### src/rtl/sec_countdown_pkg.sv
// -----------------------------------------------------------------------------
// sec_countdown_pkg
// Shared definitions for the two-digit BCD seconds countdown:
//   - state_t    : FSM state encoding (2 bits)
//   - BCD_W      : width of one BCD digit
//   - BCD_MAX    : largest legal BCD digit
//   - sat_bcd()  : clamps an arbitrary 4-bit value to a legal BCD digit
// -----------------------------------------------------------------------------
package sec_countdown_pkg;

  localparam int unsigned BCD_W = 4;
  localparam logic [BCD_W-1:0] BCD_MAX = 4'd9;

  typedef enum logic [1:0] {
    ST_IDLE  = 2'd0,
    ST_RUN   = 2'd1,
    ST_PAUSE = 2'd2,
    ST_DONE  = 2'd3
  } state_t;

  // Out-of-range load values (10..15) become 9 rather than wrapping.
  function automatic logic [BCD_W-1:0] sat_bcd(input logic [BCD_W-1:0] d);
    return (d > BCD_MAX) ? BCD_MAX : d;
  endfunction

endpackage

### src/rtl/sec_countdown_bcd_digit_dec.sv
// -----------------------------------------------------------------------------
// bcd_digit_dec
// Combinational single-digit BCD decrementer with borrow.
// Ports:
//   i_digit      in  4 : current BCD digit
//   i_dec_en     in  1 : decrement this digit
//   o_digit      out 4 : next digit (0 wraps to 9 when decrementing)
//   o_borrow_out out 1 : high when decrementing a digit that is 0
// -----------------------------------------------------------------------------
module bcd_digit_dec
  import sec_countdown_pkg::*;
(
  input  logic [BCD_W-1:0] i_digit,
  input  logic             i_dec_en,
  output logic [BCD_W-1:0] o_digit,
  output logic             o_borrow_out
);

  logic w_is_zero;

  assign w_is_zero    = (i_digit == '0);
  assign o_borrow_out = i_dec_en & w_is_zero;

  always_comb begin
    o_digit = i_digit;
    if (i_dec_en) begin
      o_digit = w_is_zero ? BCD_MAX : (i_digit - 4'd1);
    end
  end

endmodule

### src/rtl/sec_countdown.sv
// -----------------------------------------------------------------------------
// sec_countdown
// Two-digit BCD seconds countdown driven by the one-second pulse of secTimer.
// Owns the secTimer enable/clear, decrements on accepted pulses and flags
// timeout when the count reaches 00.
// Ports:
//   clk        in  1 : system clock
//   rst        in  1 : synchronous active-high reset
//   load       in  1 : load load_tens/load_ones (saturated to 9), go IDLE
//   load_tens  in  4 : BCD tens digit to load
//   load_ones  in  4 : BCD ones digit to load
//   start      in  1 : begin/resume counting
//   stop       in  1 : pause counting
//   sec_pulse  in  1 : one-cycle pulse from secTimer
//   tmr_en     out 1 : secTimer enable (high only in RUN)
//   tmr_clr    out 1 : one-cycle secTimer clear on entering RUN
//   tens       out 4 : current tens digit
//   ones       out 4 : current ones digit
//   running    out 1 : high while in RUN
//   timeout    out 1 : one-cycle pulse when the count reaches 00
// -----------------------------------------------------------------------------
module sec_countdown
  import sec_countdown_pkg::*;
#(
  parameter logic [3:0] START_TENS = 4'd3,
  parameter logic [3:0] START_ONES = 4'd0
) (
  input  logic             clk,
  input  logic             rst,
  input  logic             load,
  input  logic [BCD_W-1:0] load_tens,
  input  logic [BCD_W-1:0] load_ones,
  input  logic             start,
  input  logic             stop,
  input  logic             sec_pulse,
  output logic             tmr_en,
  output logic             tmr_clr,
  output logic [BCD_W-1:0] tens,
  output logic [BCD_W-1:0] ones,
  output logic             running,
  output logic             timeout
);

  state_t           r_state;
  state_t           w_state_next;
  logic [BCD_W-1:0] r_tens, r_ones;
  logic [BCD_W-1:0] w_tens_next, w_ones_next;
  logic             r_tmr_clr, w_tmr_clr_next;
  logic             r_timeout, w_timeout_next;
  logic             r_running;

  logic             w_count_zero;
  logic             w_count_one;
  logic             w_dec;

  // Digit chain: index 0 = ones, index 1 = tens; borrow ripples upward.
  logic [BCD_W-1:0] w_digit_cur [2];
  logic [BCD_W-1:0] w_digit_dec [2];
  logic [2:0]       w_dec_chain;

  assign w_digit_cur[0] = r_ones;
  assign w_digit_cur[1] = r_tens;
  assign w_dec_chain[0] = w_dec;

  generate
    for (genvar gi = 0; gi < 2; gi++) begin : g_digit
      bcd_digit_dec u_dec (
        .i_digit      (w_digit_cur[gi]),
        .i_dec_en     (w_dec_chain[gi]),
        .o_digit      (w_digit_dec[gi]),
        .o_borrow_out (w_dec_chain[gi+1])
      );
    end
  endgenerate

  assign w_count_zero = (r_tens == '0) && (r_ones == '0);
  assign w_count_one  = (r_tens == '0) && (r_ones == 4'd1);

  // A pulse decrements only in RUN when nothing of higher priority is
  // present; start is ignored in RUN so it does not mask the pulse.
  // The zero guard keeps the count from ever wrapping below 00.
  assign w_dec = (r_state == ST_RUN) && sec_pulse && !load && !stop && !w_count_zero;

  always_comb begin
    w_state_next   = r_state;
    w_tens_next    = r_tens;
    w_ones_next    = r_ones;
    w_tmr_clr_next = 1'b0;
    w_timeout_next = 1'b0;

    if (load) begin
      w_state_next = ST_IDLE;
      w_tens_next  = sat_bcd(load_tens);
      w_ones_next  = sat_bcd(load_ones);
    end else begin
      unique case (r_state)
        ST_IDLE, ST_PAUSE: begin
          if (start && !stop) begin
            if (w_count_zero) begin
              w_state_next   = ST_DONE;
              w_timeout_next = 1'b1;
            end else begin
              w_state_next   = ST_RUN;
              w_tmr_clr_next = 1'b1;
            end
          end
        end
        ST_RUN: begin
          if (stop) begin
            w_state_next = ST_PAUSE;
          end else if (w_dec) begin
            w_tens_next = w_digit_dec[1];
            w_ones_next = w_digit_dec[0];
            if (w_count_one) begin
              w_state_next   = ST_DONE;
              w_timeout_next = 1'b1;
            end
          end
        end
        ST_DONE: begin
          w_state_next = ST_DONE;
        end
        default: begin
          w_state_next = ST_IDLE;
        end
      endcase
    end
  end

  always_ff @(posedge clk) begin
    if (rst) begin
      r_state   <= ST_IDLE;
      r_tens    <= START_TENS;
      r_ones    <= START_ONES;
      r_tmr_clr <= 1'b0;
      r_timeout <= 1'b0;
      r_running <= 1'b0;
    end else begin
      r_state   <= w_state_next;
      r_tens    <= w_tens_next;
      r_ones    <= w_ones_next;
      r_tmr_clr <= w_tmr_clr_next;
      r_timeout <= w_timeout_next;
      r_running <= (w_state_next == ST_RUN);
    end
  end

  assign tens    = r_tens;
  assign ones    = r_ones;
  assign running = r_running;
  assign tmr_en  = r_running;
  assign tmr_clr = r_tmr_clr;
  assign timeout = r_timeout;

endmodule

### config.mk
export PLATFORM = sky130hd
export DESIGN_NAME = sec_countdown
export DESIGN_NICKNAME = d
export VERILOG_FILES = /design/src/rtl/sec_countdown_pkg.sv /design/src/rtl/sec_countdown_bcd_digit_dec.sv /design/src/rtl/sec_countdown.sv
export SDC_FILE = /design/constraint.sdc
export NUM_CORES = 1
export LEC_CHECK = 0
export ABC_AREA = 1
export CAP_MARGIN = 30
export CORE_AREA = 10 10 48 65
export CTS_BUF_LIST = sky130_fd_sc_hd__clkbuf_16
export DETAILED_ROUTE_END_ITERATION = 10
export DIE_AREA = 0 0 58 75
export GPL_TIMING_DRIVEN = 0
export PLACE_DENSITY = 0.8
export SLEW_MARGIN = 20
export SYNTH_ARGS = -nofsm -noshare
export SYNTH_HDL_FRONTEND = slang
export SYNTH_SLANG_ARGS = --single-unit
### constraint.sdc
create_clock -name clk -period 1.4 [get_ports clk]
set_input_delay 0.28 -clock clk [delete_from_list [all_inputs] [get_ports clk]]
set_output_delay 0.28 -clock clk [all_outputs]
set_load 0.1 [all_outputs]
==> qor.csv <==
metric,value,unit
Buf/Inv on CP,1,
GRT Total Usage,11.01,%
Worst Clk Skew,0.002646,ns
Yosys top cell area share,30.28,%
Final period util,98.36,%
n_diodes,0,
DRT Wirelength,2356,um
FF-to-FF setup slack,0.19,ns
CP Class,reg2out,
Overflow after GRT,0,
io pins,26,
fillcell total,183,
Max Root-Sink Buffers,2,
cell count of the worst reg-to-reg path,7,
CP endpoint kind,output pin,
first-pass GRT wire length,3884,um
crit-path cells,clkdlybuf4s15_2,
placed wire-length estimate,1816,um
minimum clock period,1.377,ns
CTS tree,yes,
Final Util,61.94,%
chip width,58,um
crit path launch,timeout,
Routed WL per cell,12.53,um
core footprint,1949,sq um
Post-CTS Setup Inserts,0,
vias in the first global route,937,
setup ws final,0.02294,ns
syn nets,152,
worst-skew pair later-pin latency,0.25,ns
CTS root buf,clkbuf_16,
final total power,1362,uW
Placer Congestion,0.8461,
Pint,883.8,uW
Synth top cells by count,"35 x nand2_1, 24 x nor2_1, 18 x inv_1, 13 x dfxtp_1, 12 x nand3_1",
Critical Path Max Stage Delay,0.55,ns
Main synth FF type,dfxtp_1,
clk sinks,13,
pre-CTS WS,-0.4247,ns
vias,921,
worst-path fanout max,1,
antenna violations before repair,0,
sequential element share of the synthesized area,30.28,%
first drt pass iteration count,4,
Top delay family on crit path,buffers and inverters,
Max Cap Viol,0,
share of power burned in registers,31.4,%
Post-synth EDFFs,0,
DR top layer,met4,
worst path required time,1.12,ns
Sw Share,35.10,%
Net Sw Power,478.1,uW
pins over their slew limit,0,
f_max,726.2,MHz
Die H,75,um
Initial Util,44.09,%
"count leader, synth",nand2_1,
Pwr Density,1128,nW/um^2
largest net degree at the start of global routing,11,
part of the power in the clock network,40.1,%
clock-pin slew on the worst setup and hold paths,0.04,ns
status,finished clean,
mean post-synth cell area,6.229,sq um
Final #Nets,182,
layout cell share with drive strength beyond 1,28.74,%
synth-to-layout area growth,40.47,%
peak supply drop,0.0006328,V
WL met3,119,um
Least-Margin Pin Slew,0.5464,ns
total CTS buffers,3,
largest cells by area after synthesis,"dfxtp_1 30%, nand2_1 15%, nor2_1 10%",
number of vias per cell,4.899,
post-synthesis cell count,138,
Buffers on Ports,25,
Synth Cell Area,859.6,sq um
final non-filler cell total,188,
routed wl met2,1311,um
arrival time at the worst endpoint,1.10,ns
Detail Route Antenna Nets,0,
post-synth top area cell,dfxtp_1,
"Slowest-stage cell, CP",clkdlybuf4s15_2,
cell count after placement,184,
R2R Path Start,r_state[0],
Leak,0.0005877,uW
Synthesis Warnings,0,
multi-input logic area,529.3,sq um
CP endpoint,timeout,
type of the most critical hold path,reg2reg,
Fin. Hold Viols,0,
# setup viols final,0,
CTS H-tree lvls,1,
type of element launching the critical path,flop,
DRC,0,
Max transition margin,63.74,%
Cell variety after synth,20,
wl on met1,884,um
row count,19,
r2r endpoint,tens[2],
register bit total from synthesis,13,
combinational power share,28.5,%
register area,271.5,sq um
asr flop ratio synth,0,%
Die ar.,4350,sq um
Initial DRC Count,35,
WP depth,1,
[cells in the final DEF (no fill, tap or decap)]
| cell type | synthesis | layout |
|---|---|---|
| o21ai_2 | 0 | 1 |
| nand4_1 | 1 | 1 |
| clkdlybuf4s15_2 | 0 | 2 |
| clkbuf_16 | 0 | 3 |
| o21ai_0 | 4 | 3 |
| inv_2 | 3 | 4 |
| a21oi_2 | 1 | 1 |
| nand2_4 | 4 | 5 |
| nand3_4 | 0 | 2 |
| nor2_2 | 2 | 3 |
| a21oi_1 | 6 | 6 |
| nand2_2 | 2 | 1 |
| o21ai_1 | 2 | 2 |
| nand2_1 | 35 | 35 |
| o22ai_1 | 1 | 1 |
| nor3_1 | 1 | 1 |
| inv_1 | 18 | 18 |
| dfxtp_1 | 13 | 4 |
| nor2_4 | 4 | 4 |
| nor2_1 | 24 | 23 |
| clkdlybuf4s50_1 | 0 | 13 |
| buf_4 | 1 | 2 |
| dfxtp_2 | 0 | 9 |
| buf_2 | 2 | 11 |
| nand3_1 | 12 | 12 |
[flip-flops by register name (all words and copies together) (netlist names)]
register,count
ones,4
tmr_clr,1
running,1
r_state,2
timeout,1
tens,4
[cell families after synthesis]
| logic type | count (synthesis) | synth area share, % |
|---|---|---|
| AND/OR/NAND/NOR | 87 | 49.78 |
| AO/OA/AOI/OAI | 14 | 8.735 |
| buffers and inverters | 24 | 11.21 |
| flip-flops | 13 | 30.28 |
[how the worst min path moves through the flow]
stage               slack [ns]     from  endpoint  cells past startpoint
floorplan                 0.34      rst   ones[1]                      1
global placement          0.49  ones[3]   ones[3]                      2
detailed placement        0.50  ones[3]   ones[3]                      2
CTS                       0.52  ones[3]   ones[3]                      2
global route              0.55  ones[3]   ones[3]                      2
finish                    0.51  ones[3]   ones[3]                      2
[power by group through the flow]
stage          Clock [uW]  Sequential (uW)  Combinational [uW]
2_1_floorplan           0              573                 147
3_3_place_gp            0              434                 390
3_5_place_dp            0              434                 395
4_1_cts               552              427                 382
5_1_grt               572              431                 419
6_report              546              427                 388
[routing by layer]
| layer | global-route usage [%] | up-vias |
|---|---|---|
| met5 | 0 | - |
| met3 | 3.199 | 3 |
| met1 | 10.11 | 412 |
| li1 | - | 481 |
| met2 | 21.29 | 25 |
| met4 | 5.497 | 0 |
[metrics by stage]
stage	area, sq um	hold WS, ns	setup TNS (ns)
6_report	1207	0.5091	0
5_1_grt	1207	0.5526	-0.01447
4_1_cts	1185	0.5165	0
3_5_place_dp	1147	0.4952	-5.559
3_3_place_gp	1147	0.4902	-5.298
2_1_floorplan	870.8	0.3417	0
[final cells by class]
type	instances	share of cell area, %
multi-input cells	101	43.83
flip-flops and latches	13	22.49
repair buffers	25	16.79
inverters	21	6.528
clock buffers	3	6.218
well taps	21	2.176
plain buffers	3	1.658
clock inverters	1	0.3109
[worst register-to-register path: cells and delay by family (launching register included)]
family        cells  cell delay (ns)
simple gates      7             0.69
flops             1             0.42
[what timing repair did]
| action | 4_1_cts | 5_1_grt |
|---|---|---|
| gates resized for setup | 54 | 11 |
| hold buffers | 0 | 0 |
| pin swaps | 0 | 4 |
| gates cloned | 0 | 0 |
| endpoints found under the setup margin | 12 | 5 |
(Power assumes the default switching activity.)
